[config.mk]
export PLATFORM = sky130hd
export DESIGN_NAME = module_b
export DESIGN_NICKNAME = d
export VERILOG_FILES = /design/src/rtl/module_b_pkg.sv /design/src/rtl/b_resp_fifo.sv /design/src/rtl/module_b.sv
export SDC_FILE = /design/constraint.sdc
export NUM_CORES = 1
export LEC_CHECK = 0
export ABC_AREA = 1
export BUFFER_PORTS_ARGS = -buffer_cell sky130_fd_sc_hd__buf_2
export CORE_UTILIZATION = 30
export CTS_CLUSTER_SIZE = 40
export DETAILED_ROUTE_END_ITERATION = 12
export PLACE_DENSITY_LB_ADDON = 0.05
export SLEW_MARGIN = 30
export SYNTH_ARGS = -nofsm -noshare
export SYNTH_HDL_FRONTEND = slang
export SYNTH_SLANG_ARGS = --single-unit
[constraint.sdc]
create_clock -name clk -period 4.6 [get_ports clk]
set_clock_uncertainty 0.05 [all_clocks]
set_input_delay 0.23 -clock clk [delete_from_list [all_inputs] [get_ports clk]]
set_output_delay 0.23 -clock clk [all_outputs]
set_load 0.005 [all_outputs]
[src/rtl/module_b_pkg.sv]
// module_b_pkg: shared widths for the A<->B link responder.
// Each value falls back to its default unless the top-level build defines
// the macro of the same name first.
`ifndef DATA_TO_B_BITWIDTH
`define DATA_TO_B_BITWIDTH 8
`endif
`ifndef DATA_FROM_B_BITWIDTH
`define DATA_FROM_B_BITWIDTH 8
`endif
`ifndef B_EXTRA_IN_BITWIDTH
`define B_EXTRA_IN_BITWIDTH 1
`endif
`ifndef B_EXTRA_OUT_BITWIDTH
`define B_EXTRA_OUT_BITWIDTH 3
`endif
`ifndef B_FIFO_DEPTH
`define B_FIFO_DEPTH 4
`endif

package module_b_pkg;
  localparam int DATA_TO_B_BITWIDTH   = `DATA_TO_B_BITWIDTH;
  localparam int DATA_FROM_B_BITWIDTH = `DATA_FROM_B_BITWIDTH;
  localparam int B_EXTRA_IN_BITWIDTH  = `B_EXTRA_IN_BITWIDTH;
  localparam int B_EXTRA_OUT_BITWIDTH = `B_EXTRA_OUT_BITWIDTH;
  localparam int B_FIFO_DEPTH         = `B_FIFO_DEPTH;
  localparam int B_FIFO_AW            = $clog2(B_FIFO_DEPTH);
endpackage

[src/rtl/b_resp_fifo.sv]
// b_resp_fifo: response FIFO with wrap-bit pointers.
// Ports:
//   clk, rst_n        clock, async active-low reset (storage cleared too)
//   push, push_data   write tail (caller guarantees !full)
//   pop               advance head (caller guarantees !empty)
//   head_data         registered storage at the head index
//   count             occupancy, 0..DEPTH
//   full, empty       occupancy flags
module b_resp_fifo
  import module_b_pkg::*;
#(
  parameter int WIDTH = DATA_FROM_B_BITWIDTH,
  parameter int DEPTH = B_FIFO_DEPTH
) (
  input  logic                       clk,
  input  logic                       rst_n,
  input  logic                       push,
  input  logic [WIDTH-1:0]           push_data,
  input  logic                       pop,
  output logic [WIDTH-1:0]           head_data,
  output logic [$clog2(DEPTH):0]     count,
  output logic                       full,
  output logic                       empty
);
  localparam int AW = $clog2(DEPTH);

  logic [WIDTH-1:0] mem [DEPTH];
  logic [AW:0]      wr_ptr;
  logic [AW:0]      rd_ptr;

  always_ff @(posedge clk or negedge rst_n) begin
    if (!rst_n) begin
      for (int i = 0; i < DEPTH; i++) mem[i] <= '0;
      wr_ptr <= '0;
      rd_ptr <= '0;
    end else begin
      if (push) begin
        mem[wr_ptr[AW-1:0]] <= push_data;
        wr_ptr              <= wr_ptr + 1'b1;
      end
      if (pop) rd_ptr <= rd_ptr + 1'b1;
    end
  end

  // Same index with opposite wrap bits means the writer lapped the reader.
  assign full      = (wr_ptr[AW-1:0] == rd_ptr[AW-1:0]) && (wr_ptr[AW] != rd_ptr[AW]);
  assign empty     = (wr_ptr == rd_ptr);
  assign count     = wr_ptr - rd_ptr;
  assign head_data = mem[rd_ptr[AW-1:0]];
endmodule

[src/rtl/module_b.sv]
// module_b: responder end of the A<->B word link.
// Each accepted word is added into a running sum; the new sum is both kept
// and queued as the response word.
// Ports:
//   clk, rst_n                    clock, async active-low reset
//   data_to_b/_valid/_ready       word stream from A
//   data_from_b/_valid/_ready     response stream to A (FIFO head)
//   b_extra_in                    bit 0 clears the accumulator
//   b_extra_out                   FIFO occupancy, zero-extended
module module_b
  import module_b_pkg::*;
(
  input  logic                            clk,
  input  logic                            rst_n,
  input  logic [DATA_TO_B_BITWIDTH-1:0]   data_to_b,
  input  logic                            data_to_b_valid,
  output logic                            data_to_b_ready,
  output logic [DATA_FROM_B_BITWIDTH-1:0] data_from_b,
  output logic                            data_from_b_valid,
  input  logic                            data_from_b_ready,
  input  logic [B_EXTRA_IN_BITWIDTH-1:0]  b_extra_in,
  output logic [B_EXTRA_OUT_BITWIDTH-1:0] b_extra_out
);
  logic [DATA_FROM_B_BITWIDTH-1:0] acc;
  logic [DATA_FROM_B_BITWIDTH-1:0] acc_base;
  logic [DATA_FROM_B_BITWIDTH-1:0] acc_next;
  logic [DATA_FROM_B_BITWIDTH-1:0] operand;
  logic                            clear;
  logic                            push;
  logic                            pop;
  logic [B_FIFO_AW:0]              fifo_count;
  logic                            fifo_full;
  logic                            fifo_empty;

  // Size cast zero-extends a narrower input and keeps LSBs of a wider one.
  assign operand  = DATA_FROM_B_BITWIDTH'(data_to_b);
  assign clear    = b_extra_in[0];
  assign acc_base = clear ? '0 : acc;
  assign acc_next = acc_base + operand;

  // Ready comes from registered state only, so a same-cycle pop does not
  // reopen a full FIFO.
  assign data_to_b_ready   = !fifo_full;
  assign data_from_b_valid = !fifo_empty;
  assign push              = data_to_b_valid && data_to_b_ready;
  assign pop               = data_from_b_valid && data_from_b_ready;
  assign b_extra_out       = B_EXTRA_OUT_BITWIDTH'(fifo_count);

  always_ff @(posedge clk or negedge rst_n) begin
    if (!rst_n) begin
      acc <= '0;
    end else if (push) begin
      acc <= acc_next;
    end else if (clear) begin
      acc <= '0;
    end
  end

  b_resp_fifo #(
    .WIDTH(DATA_FROM_B_BITWIDTH),
    .DEPTH(B_FIFO_DEPTH)
  ) u_fifo (
    .clk      (clk),
    .rst_n    (rst_n),
    .push     (push),
    .push_data(acc_next),
    .pop      (pop),
    .head_data(data_from_b),
    .count    (fifo_count),
    .full     (fifo_full),
    .empty    (fifo_empty)
  );
endmodule

==> Word level (Yosys, flattened, before mapping) <==
Cells that the tools add are included.
{ "totals": {"wordCells": 33, "regBits": 46, "out_inout_bits": 13} }
{ "classes": {"add_sub_neg": 4, "n_bitwise": 2, "n_reduce_logical": 6, "n_lt_le_gt_ge": 3, "n_mux": 8, "eq_ne": 3} }
{ "ops": {"columns": ["cell", "count"], "rows": [
  ["8-bit two-way mux", 5],
  ["32-bit bitwise mux", 1],
  ["8-bit binary-select mux with 2-bit select", 1],
  ["8-bit demux with 2-bit select", 1],
  ["8-bit adder", 1],
  ["3-bit by 1-bit adder with 3-bit output (second input constant)", 2],
  ["3-bit greater-or-equal comparator (second input constant)", 2],
  ["2-bit NOT with 3-bit output", 2],
  ["1-bit logical AND", 4],
  ["3-bit == test", 1],
  ["3-bit by 1-bit < comparator with 1-bit output (second input constant)", 1],
  ["3-bit subtractor", 1],
  ["2-bit == test", 1],
  ["1-bit zero test", 2],
  ["1-bit inequality test", 1]
]} }

==> Longest topological paths before layout <==
Gate-level depths: netlist of run 1.
{ "depth": {"depth_word": 6, "ltp_mapped": 13} }

==> Cells and area by module <==
From an unflattened synthesis of run 1, not the netlist that was laid out.
{ "unflattened": {"hier_cells": 368, "hier_area_um2": 2790.2} }
{ "by_module_without_submodules": {"columns": ["mod", "area_per_inst_um2", "n_inst", "cells_per_inst"], "rows": [
  ["b_resp_fifo", 2039.5, 1, 249],
  ["module_b", 750.7, 1, 119]
]} }

==> Worst setup path after synthesis of run 1 <==
Ideal clock, no wire load.
{ "synth_path": {"path_type": "register -> register", "startpoint": "register u_fifo.rd_ptr[1]", "endpoint": "register u_fifo.mem[1] in the netlist's numbering", "n_path_buf": 1, "t_required_ns": 4.430, "path_stages_with_launch": 12, "period_less_slack_ns": 1.901, "t_arrival_ns": 1.731, "setup_ns": 0.120, "slack_ns": 2.699, "cell_sequence": "dfrtp_1 -> clkinv_1 -> ha_1 -> nand2_1 -> inv_1 -> nand2_2 -> nand2_4 -> buf_6 -> nor2_8 -> inv_4 -> nand2_1 -> o21ai_2"} }
{ "synth_via": {"elab_chain_cells": 4} }
{ "synth_lines": {"columns": ["item", "line", "rtl"], "rows": [
  ["start: declaration", "b_resp_fifo.sv:29", "logic [AW:0] rd_ptr;"],
  ["start signal: assignment", "b_resp_fifo.sv:41", "if (pop) rd_ptr <= rd_ptr + 1'b1;"],
  ["2-bit == test", "b_resp_fifo.sv:46", "assign full = (wr_ptr[AW-1:0] == rd_ptr[AW-1:0]) && (wr_ptr[AW] != rd_ptr[AW]);"],
  ["1-bit logical AND", "b_resp_fifo.sv:46", null],
  ["1-bit zero test", "module_b.sv:43", "assign data_to_b_ready = !fifo_full;"],
  ["net data_to_b_ready", "module_b.sv:17", "output logic data_to_b_ready,"],
  ["1-bit logical AND", "module_b.sv:45", "assign push = data_to_b_valid && data_to_b_ready;"],
  ["end signal: indexed assignment", "b_resp_fifo.sv:38", "mem[wr_ptr[AW-1:0]] <= push_data;"],
  ["end: declaration", "b_resp_fifo.sv:27", "logic [WIDTH-1:0] mem [DEPTH];"]
]} }
The timed path passes the listed nets, and every way through them passes these cells.
A chain may end at the register's enable or synchronous reset.

==> Final worst setup path of run 1 <==
{ "layout_path": {"startpoint": "register u_fifo.rd_ptr[1]", "endpoint": "register u_fifo.mem[9] in the netlist's numbering"} }
{ "layout_via": {"elab_chain_cells": 4} }
{ "layout_lines": {"columns": ["item", "line"], "rows": [
  ["2-bit == test", "b_resp_fifo.sv:46"],
  ["1-bit logical AND", "b_resp_fifo.sv:46"],
  ["1-bit zero test", "module_b.sv:43"],
  ["1-bit logical AND", "module_b.sv:45"]
]} }
No other way between the ends.

==> flow_metrics.env, run 1 <==
export IMPL_start_util_pct=31.1
export IMPL_max_freq_mhz=395
export IMPL_gr_total_overflow=0
export IMPL_maxSlewViolCount=0
export IMPL_layout_commonest_cell="nand2_1"
export IMPL_critPathArrivalTime_ns=2.67
export IMPL_die_h_um=94.5
export IMPL_critPathSlowestCell="dfrtp_1"
export IMPL_r2r_start="u_fifo.rd_ptr[1]$_DFFE_PN0P_"
export IMPL_ys_seq_area_share_pct=44.9
export IMPL_outcome="complete, no violations"
export IMPL_cts_buffer_depth=2
export IMPL_cts_made_buffers=5
export IMPL_synth_top_family_by_area="simple AND/OR/NAND/NOR gates"
export IMPL_ys_types=26
export IMPL_die_w_um=94.5
export IMPL_crit_top_cell="nand2_1"
export IMPL_nets=386
export IMPL_ff2ff_setup_slack_ns=2.07
export IMPL_relSlewSlack_pct=47.0
export IMPL_reg2reg_to="u_fifo.mem[9]$_DFFE_PN0P_"
export IMPL_setup_viol=0
export IMPL_tns_ns=0
export IMPL_grt_pass1_wl_um=11500
export IMPL_wl_um=6860
export IMPL_grt_setup_unrepaired="no"
export IMPL_synth_top_area_share_pct=44.9
export IMPL_portBuffers=25
export IMPL_core_area_um2=8260
export IMPL_diodes=0
export IMPL_post_cts_resized=0
export IMPL_insertion_delay_ns=0.31
export IMPL_synth_xor_area_share_pct=2.73
export IMPL_r2r_cells=10
export IMPL_fillers=892
export IMPL_rows=33
export IMPL_syn_inst=327
export IMPL_vias=2112
export IMPL_synth_area_leaders="dfrtp_1, nand2_1, ha_1"
export IMPL_hold_class="primary input to flip-flop"
export IMPL_critPathMaxStageDelay_ns=0.62
export IMPL_syn_area_um2=2570
export IMPL_synthAdderAreaFrac_pct=8.39
export IMPL_worst_slew_pin_slew_ns=0.789
export IMPL_firstDrtPassIters=4
export IMPL_powerDensity_nw_per_um2=696
export IMPL_yosys_warnings=0
export IMPL_vdd_ir_drop_max_mv=0.181
export IMPL_crit_family="simple AND/OR/NAND/NOR gates"
export IMPL_synth_simple_area_share_pct=29.5
export IMPL_worst_ep_required_time_ns=4.74
export IMPL_clkTransAtPathRegs_ns=0.09
export IMPL_fp_dieArea_um2=8930
export IMPL_critPathKind="flip-flop to flip-flop"
export IMPL_ys_ff_latch=46
export IMPL_crit_fanout=13
export IMPL_preCtsSetupSlack_ns=2.03
export IMPL_worstPathCellList="clkinv_1 -> ha_1 -> nand2_1 -> inv_1 -> nand2_2 -> nand2_4 -> nor2_4 -> inv_2 -> nand2_1 -> o21ai_0"
export IMPL_p_leak_uw=0.00159
export IMPL_cp_end_kind="flip-flop"
export IMPL_hold_end="u_fifo.rd_ptr[0]$_DFFE_PN0P_"
export IMPL_layout_drive_gt1_share_pct=13.4
export IMPL_cts_tree="yes"
export IMPL_synthMuxAreaShare_pct=0
export IMPL_cts_hold_buffers=1
export IMPL_post_cts_buffers=0
export IMPL_syn_avg_cell_area_um2=7.85
export IMPL_io_pins=26
export IMPL_setup_ws_ns=2.07
export IMPL_start_kind="flip-flop"
export IMPL_drc_errors=0
export IMPL_grt_pass1_vias=2162
export IMPL_hold_viol=0
export IMPL_post_drt_wl_per_cell_um=14.8
export IMPL_synth_top_cell_by_area="dfrtp_1"
export IMPL_finalCritPeriodShare_pct=55.1
export IMPL_ant_nets=0
export IMPL_synth_fp_nets=356
export IMPL_min_delay_start="data_from_b_ready"
export IMPL_final_cell_mix="nand2_1, dfrtp_1, inv_1"
export IMPL_min_period_ns=2.53
export IMPL_cts_sinks=46
export IMPL_dp_hpwl_um=4950
export IMPL_grt_total_usage_pct=17.4
export IMPL_detail_route_iter0_violations=69
export IMPL_crit_start="u_fifo.rd_ptr[1]$_DFFE_PN0P_"
export IMPL_antenna_found_initial=0
export IMPL_post_drt_via_cell_ratio=4.56
export IMPL_cp_num_buf_inv=3
export IMPL_hold_depth=3
export IMPL_area_growth_pct=13.2
export IMPL_grt_max_degree=47
export IMPL_drv_cap=0
export IMPL_cts_max_level=2
export IMPL_cts_root_buf="clkbuf_8"
export IMPL_synth_compound_area_share_pct=7.36
export IMPL_globalplace_congestion=0.708
==> cell usage after synthesis <==
cell type,instances
nand2_1,124
dfrtp_1,46
inv_1,34
nor2_1,23
o21ai_0,21
nand3_1,20
ha_1,14
o22ai_1,8
xor2_1,6
inv_2,4
nor2_4,3
o21ai_1,3
a21oi_1,2
buf_6,2
fa_1,2
nand2_2,2
nand3b_1,2
or2_2,2
xnor2_1,2
buf_2,1
clkbuf_1,1
clkinv_1,1
inv_4,1
nand2_4,1
nor2_8,1
o21ai_2,1
==> worst max path at each step <==
stage	endpoint	slack (ns)	cells past startpoint
5_1_grt	u_fifo.mem[9]$_DFFE_PN0P_	1.84	10
4_1_cts	u_fifo.mem[9]$_DFFE_PN0P_	2.01	10
6_report	u_fifo.mem[9]$_DFFE_PN0P_	2.07	10
3_3_place_gp	u_fifo.mem[9]$_DFFE_PN0P_	2.00	10
3_5_place_dp	u_fifo.mem[9]$_DFFE_PN0P_	2.03	10
2_1_floorplan	u_fifo.mem[1]$_DFFE_PN0P_	2.70	11
==> kinds of logic after synthesis <==
logic type	after synthesis
XOR/XNOR	8
adder cells (fa/ha/maj)	16
AO/OA/AOI/OAI	35
flip-flops	46
buffers and inverters	44
AND/OR/NAND/NOR	178
==> flip-flops by register name (all words and copies together) (netlist names) <==
name,flops
u_fifo.rd_ptr,3
acc,8
u_fifo.mem,32
u_fifo.wr_ptr,3
==> layer usage <==
| metal | vias to the layer above | global-route usage [%] | wire length [um] |
|---|---|---|---|
| met3 | 8 | 2.42 | 149 |
| met2 | 32 | 27.5 | 3090 |
| li1 | 1077 | - | - |
| met1 | 995 | 24.3 | 3510 |
| met5 | - | 0 | 0 |
| met4 | 0 | 6.06 | 107 |
==> report_power, final <==
group / leakage, uW / switching, uW / internal [uW]
sequential: 0.000574 / 140 / 597
combinational: 0.000970 / 631 / 374
clock: 0.0000489 / 153 / 125
==> worst reg2reg max path, cell delays in order, from the launching register on <==
cell and delay (ns):
dfrtp_1 0.62, clkinv_1 0.39, ha_1 0.39, nand2_1 0.06, inv_1 0.06, nand2_2 0.09, nand2_4 0.16, nor2_4 0.28
inv_2 0.16, nand2_1 0.08, o21ai_0 0.07
==> area by class of cell <==
cell class / instances / area [um^2] / area share, %
inverters: 40 / 153 / 5.26
well taps: 105 / 131 / 4.52
repair buffers: 27 / 143 / 4.91
flip-flops and latches: 46 / 1150 / 39.6
multi-input cells: 237 / 1230 / 42.4
clock inverters: 1 / 8.76 / 0.302
clock buffers: 7 / 86.3 / 2.97
==> stage by stage <==
step	power (uW)	util, %	hold slack [ns]	instances	instance area (um^2)
after global routing	2240	35.2	0.180	463	2900
after global placement	1780	33.9	0.334	454	2800
after CTS	2060	35.2	0.167	463	2900
final	2020	35.2	0.166	463	2900
after floorplan	1410	-	-0.116	327	2570
after detailed placement	1770	33.9	0.328	454	2800
Power figures use the tool's default switching activity.
==> inputs of run 2 (changes only) <==
Settings changed: ABC_AREA 1 to 0.
Clock period 4.6 ns to 2.3 ns, I/O delays scaled along.
==> run 2 against run 1 <==
First-iteration DRC count shrank 10%. Sequential share of layout area grew 0.54 points. Core utilization grew 0.98 points. Setup slack lost 1.9 ns. Hold slack lost 0.083 ns. Combinational power grew 110%. Critical path depth is the same. Design area shrank 1.3%. Synthesized cell count shrank 31%. Non-clock buffer count grew 7. Power grew 96%. Critical path type unchanged. Critical endpoint is now acc[6]$_DFF_PN0_.
==> flow_metrics.env, run 2 <==
export IMPL_powerDensity_nw_per_um2=1380
export IMPL_syn_avg_cell_area_um2=11.2
export IMPL_setup_viol=0
export IMPL_post_drt_via_cell_ratio=4.54
export IMPL_outcome="complete, no violations"
export IMPL_start_kind="flip-flop"
export IMPL_async_flop_share_pct=100
export IMPL_layout_drive_gt1_share_pct=27.4
export IMPL_top_register="u_fifo.mem"
export IMPL_fillers=838
export IMPL_io_pins=26
export IMPL_cts_buffer_depth=2
export IMPL_ant_nets=0
export IMPL_min_period_ns=2.13
export IMPL_hold_viol=0
export IMPL_nets=288
export IMPL_hold_slack_ns=0.0828
export IMPL_synth_simple_area_share_pct=13.0
export IMPL_syn_inst=225
export IMPL_grt_total_usage_pct=14.0
export IMPL_layout_commonest_cell="dfrtp_1"
export IMPL_synth_xor_area_share_pct=4.49
export IMPL_yosys_warnings=0
export IMPL_detail_route_iter0_violations=62
export IMPL_cts_sinks=46
export IMPL_synth_top_cell_by_area="dfrtp_1"
export IMPL_ys_types=36
export IMPL_grt_setup_unrepaired="no"
export IMPL_ys_seq_area_share_pct=45.9
export IMPL_regArea_um2=1150
export IMPL_post_cts_buffers=0
export IMPL_cts_tree="yes"
export IMPL_crit_fanout=5
export IMPL_grt_pass1_vias=1743
export IMPL_area_growth_pct=14.2
export IMPL_dp_cells=353
export IMPL_synthAdderAreaFrac_pct=8.57
export IMPL_grt_pass1_wl_um=9180
export IMPL_syn_area_um2=2510
export IMPL_largest_register_ffs=32
export IMPL_worst_ep_required_time_ns=2.46
export IMPL_max_freq_mhz=471
export IMPL_relSlewSlack_pct=57.4
export IMPL_start_util_pct=31.7
export IMPL_vdd_ir_drop_max_mv=0.390
export IMPL_core_area_um2=7930
export IMPL_top_regs="u_fifo.mem (32), acc (8)"
export IMPL_rows=32
export IMPL_insertion_delay_ns=0.29
export IMPL_synth_edf_count=0
export IMPL_ys_ff_latch=46
export IMPL_diodes=0
export IMPL_cts_made_buffers=5
export IMPL_die_h_um=93.5
export IMPL_hold_class="primary input to flip-flop"
export IMPL_synth_top_area_share_pct=45.9
export IMPL_synth_top_family_by_area="compound AO/OA/AOI/OAI gates"
export IMPL_firstDrtPassIters=5
export IMPL_vias=1638
export IMPL_synth_most_common_cell="dfrtp_1"
export IMPL_wl_um=5370
export IMPL_ys_top_cells_by_count="dfrtp_1, nand2_1, o21ai_1"
export IMPL_cts_root_buf="clkbuf_8"
export IMPL_portBuffers=25
export IMPL_synth_fp_nets=254
export IMPL_finalCritPeriodShare_pct=92.4
export IMPL_gr_total_overflow=0
export IMPL_dp_hpwl_um=3810
export IMPL_finish_utilization_pct=36.1
export IMPL_post_drt_wl_per_cell_um=14.9
export IMPL_antenna_found_initial=0
export IMPL_ys_flop_type="dfrtp_1"
export IMPL_tns_ns=0
export IMPL_drv_cap=0
export IMPL_die_w_um=93.5
export IMPL_final_cell_mix="dfrtp_1, nand2_1, buf_2"
export IMPL_p_leak_uw=0.00138
export IMPL_critPathKind="flip-flop to flip-flop"
export IMPL_drc_errors=0
export IMPL_maxSlewViolCount=0
export IMPL_final_cells=361
export IMPL_synth_area_leaders="dfrtp_1, mux4_2, ha_1"
export IMPL_cts_max_level=2
export IMPL_cp_end_kind="flip-flop"
export IMPL_worst_slew_pin_slew_ns=0.640
export IMPL_grt_max_degree=47
export IMPL_globalplace_congestion=0.736
export IMPL_synth_compound_area_share_pct=13.7
export IMPL_multiInputGateArea_um2=1270
export IMPL_clkTransAtPathRegs_ns=0.08
export IMPL_fp_dieArea_um2=8740
export IMPL_critPathArrivalTime_ns=2.29
export IMPL_synthMuxAreaShare_pct=10.4
==> run 2: cells by family after synthesis <==
| kind of cell | count (synthesis) |
|---|---|
| AO/OA/AOI/OAI | 53 |
| XOR/XNOR | 12 |
| adder cells (fa/ha/maj) | 16 |
| buffers and inverters | 18 |
| flip-flops | 46 |
| multiplexers | 14 |
| AND/OR/NAND/NOR | 66 |
==> run 2: area by class of cell <==
type | count | area share, %
clock inverter | 2 | 0.349
multi-input combinational | 161 | 44.4
clock buffer | 5 | 2.40
timing repair buffer | 34 | 6.81
sequential | 46 | 40.2
tap | 102 | 4.45
inverter | 11 | 1.44
==> run 2: what timing repair did <==
item / 4_1_cts / 5_1_grt
resized for setup: 0 / 3
setup endpoints to repair: 0 / 4
hold buffers: 1 / 0
endpoints found under the hold margin: 46 / 0
==> run 2: path summary, 6_finish.rpt <==
path / from / to / slack, ns / depth (start not counted)
max: acc[0]$_DFF_PN0_ / acc[6]$_DFF_PN0_ / 0.17 / 10
min: data_from_b_ready / u_fifo.rd_ptr[2]$_DFFE_PN0P_ / 0.08 / 3
max reg2reg: acc[0]$_DFF_PN0_ / acc[6]$_DFF_PN0_ / 0.17 / 10
min reg2reg: u_fifo.mem[3]$_DFFE_PN0P_ / u_fifo.mem[3]$_DFFE_PN0P_ / 0.43 / 2
max in group asynchronous: rst_n / u_fifo.mem[26]$_DFFE_PN0P_ / 1.36 / 3
min in group asynchronous: rst_n / u_fifo.mem[24]$_DFFE_PN0P_ / 0.39 / 3
==> run 2: critical path: stages, from the launching register on <==
cell	delay, ns
dfrtp_1	0.32
nor2b_1	0.17
ha_2	0.24
inv_1	0.06
fa_1	0.41
nor2b_2	0.16
o31ai_2	0.09
a21oi_1	0.18
nor3b_2	0.06
buf_4	0.15
o21ai_0	0.15
==> run 2: report_power, final <==
part / internal (uW) / switching (uW) / total [uW]
clock network: 205 / 271 / 476
logic: 992 / 1090 / 2090
registers: 1190 / 192 / 1390
==> run 2: layer usage <==
metal	part of all wire (%)	track usage, %	vias up
li1	-	-	850
met1	53	20.0	764
met2	44	21.4	18
met3	2.5	2.76	6
met4	0.95	4.23	0
met5	0	0	-
==> run 2: stage by stage <==
step / setup slack (ns) / total power (uW) / area, um^2
2_1_floorplan: 0.199 / 2890 / 2510
4_1_cts: 0.0983 / 4040 / 2850
3_5_place_dp: 0.0912 / 3530 / 2760
3_3_place_gp: 0.0902 / 3520 / 2760
5_1_grt: 0.0169 / 4360 / 2870
6_report: 0.175 / 3950 / 2870
==> inputs of run 3 (changes only) <==
Settings changed: CORE_UTILIZATION 30 to 53.
==> run 3 against run 2 <==
Flip-flop and latch count unchanged. Clock-buffer cell count up 1. Cell count shrank 14%. Register-to-register slack better by 0.03 ns. Setup slack better by 0.028 ns. Hold slack worse by 0.017 ns. Design area decreased by 1.1%. Via count rose by 1.9%. Critical path depth decreased by 2. Global-route usage is 7.7 points higher. Clock power rose by 25%. Combinational power down 2%. Critical path type unchanged. Largest cell class unchanged. Largest power group unchanged. Highest routed layer unchanged.
==> flow_metrics.env, run 3 (synthesized netlist as in run 2, its figures left out) <==
export IMPL_detail_route_iter0_violations=46
export IMPL_clkPwrFrac_pct=14.7
export IMPL_cts_made_buffers=5
export IMPL_crit_fanout=4
export IMPL_critPathSlowestCell="dfrtp_1"
export IMPL_grt_pass1_vias=1749
export IMPL_max_freq_mhz=477
export IMPL_drv_cap=0
export IMPL_maxSlewViolCount=0
export IMPL_setup_viol=0
export IMPL_layout_drive_gt1_share_pct=26.9
export IMPL_drc_errors=0
export IMPL_cts_buffer_depth=2
export IMPL_hold_viol=0
export IMPL_finalCritPeriodShare_pct=91.2
export IMPL_portBuffers=25
export IMPL_swShare_pct=37.9
export IMPL_grt_total_usage_pct=21.7
export IMPL_powerDensity_nw_per_um2=1420
export IMPL_fillers=389
export IMPL_grt_pass1_wl_um=8270
export IMPL_power_frac_comb_pct=50.9
export IMPL_hold_class="primary input to flip-flop"
export IMPL_layout_commonest_cell="dfrtp_1"
export IMPL_preCtsSetupSlack_ns=0.0808
export IMPL_firstDrtPassIters=6
export IMPL_clkTransAtPathRegs_ns=0.08
export IMPL_io_pins=26
export IMPL_vdd_ir_drop_max_mv=0.716
export IMPL_worst_slew_pin_slew_ns=0.450
export IMPL_cts_tree="yes"
export IMPL_nets=288
export IMPL_globalplace_congestion=0.788
export IMPL_cp_end_kind="flip-flop"
export IMPL_antenna_found_initial=0
export IMPL_cts_root_buf="clkbuf_8"
export IMPL_largest_register_ffs=32
export IMPL_area_growth_pct=12.9
export IMPL_fin_total_pwr_uw=4030
export IMPL_top_register="u_fifo.mem"
export IMPL_start_kind="flip-flop"
export IMPL_outcome="complete, no violations"
export IMPL_critPathMaxStageDelay_ns=0.37
export IMPL_cts_max_level=2
export IMPL_post_drt_wl_per_cell_um=14.8
export IMPL_setup_ws_ns=0.203
export IMPL_die_w_um=70.8
export IMPL_relSlewSlack_pct=69.8
export IMPL_p_int_uw=2500
export IMPL_gr_total_overflow=0
export IMPL_ant_nets=0
export IMPL_insertion_delay_ns=0.30
export IMPL_wl_um=4610
export IMPL_post_drt_via_cell_ratio=5.35
export IMPL_regArea_um2=1150
export IMPL_start_util_pct=56.5
export IMPL_grt_setup_unrepaired="no"
export IMPL_worst_ep_required_time_ns=2.42
export IMPL_tns_ns=0
export IMPL_grt_max_degree=24
export IMPL_finish_utilization_pct=63.7
export IMPL_power_share_sequential_pct=34.4
export IMPL_top_regs="u_fifo.mem (32), acc (8)"
export IMPL_crit_top_cell="o21ai_0"
export IMPL_hold_slack_ns=0.0662
export IMPL_multiInputGateArea_um2=1270
export IMPL_critPathArrivalTime_ns=2.22
export IMPL_p_leak_uw=0.00138
export IMPL_diodes=0
export IMPL_min_period_ns=2.10
export IMPL_final_cell_mix="dfrtp_1, nand2_1, buf_2"
export IMPL_critPathKind="flip-flop to flip-flop"
export IMPL_fp_dieArea_um2=5010
export IMPL_die_h_um=70.8
export IMPL_cts_sinks=46
export IMPL_switchingPower_uw=1530
export IMPL_vias=1669
export IMPL_rows=24
export IMPL_worstPathCellList="nand2b_1 -> inv_1 -> ha_1 -> a211oi_2 -> o21ai_0 -> a21oi_1 -> xnor2_1 -> o21ai_0"
export IMPL_core_area_um2=4440
export IMPL_dp_hpwl_um=3370
run 3: changes by cell type in the layout (fill, tap and decap cells not counted), sizes merged:
cell,before,now
clkinv,2,0
clkbuf,5,6
bufinv,0,1
clkinvlp,0,1
run 3: area by class of cell:
type                    count  share of cell area (%)
flip-flops and latches     46                    40.6
clock buffers               6                    2.56
clock inverters             2                    1.33
well taps                  52                    2.30
repair buffers             34                    6.89
multi-input cells         161                    44.8
inverters                  11                    1.46
run 3: final timing paths:
check / from / endpoint / slack, ns / cells after the start
worst max-delay path: acc[1]$_DFF_PN0_ / u_fifo.mem[15]$_DFFE_PN0P_ / 0.20 / 8
worst min-delay path: data_from_b_ready / u_fifo.rd_ptr[2]$_DFFE_PN0P_ / 0.07 / 3
worst max register to register: acc[1]$_DFF_PN0_ / u_fifo.mem[15]$_DFFE_PN0P_ / 0.20 / 8
worst min register to register: u_fifo.mem[4]$_DFFE_PN0P_ / u_fifo.mem[4]$_DFFE_PN0P_ / 0.43 / 2
max in group asynchronous: rst_n / acc[4]$_DFF_PN0_ / 1.63 / 3
min in group asynchronous: rst_n / u_fifo.mem[0]$_DFFE_PN0P_ / 0.09 / 2
run 3: timing repair:
| action | 4_1_cts | 5_1_grt |
|---|---|---|
| setup endpoints to repair | 0 | 5 |
| gates resized for setup | 0 | 4 |
| endpoints found under the hold margin | 46 | 0 |
| hold buffers | 1 | 0 |
| buffers inserted | 0 | 0 |
run 3: power by group through the flow:
stage	registers, uW	logic [uW]	clock network [uW]
final	1380	2050	594
after global routing	1430	2330	634
after CTS	1390	2070	609
after detailed placement	1400	2060	0
after global placement	1390	2020	0
after floorplan	1350	1540	0
run 3: per-layer routing:
metal / up-vias / GRT usage [%] / wire length [um]
met5: - / 0 / 0
met4: 0 / 7.33 / 68
met3: 6 / 4.27 / 135
met2: 22 / 34.2 / 2100
met1: 795 / 30.4 / 2310
li1: 846 / - / -
run 3: through the flow:
step / std cells / area, um^2
3_5_place_dp: 303 / 2700
3_3_place_gp: 303 / 2700
2_1_floorplan: 225 / 2510
4_1_cts: 312 / 2820
6_report: 312 / 2830
5_1_grt: 312 / 2830
run 3: worst max-delay path: cells and delay by family (launching register included):
kind	cells	cell delay, ns
XOR/XNOR	1	0.26
buffers and inverters	1	0.07
adder cells (fa/ha/maj)	1	0.30
AO/OA/AOI/OAI	4	0.81
AND/OR/NAND/NOR	1	0.11
flip-flops	1	0.37
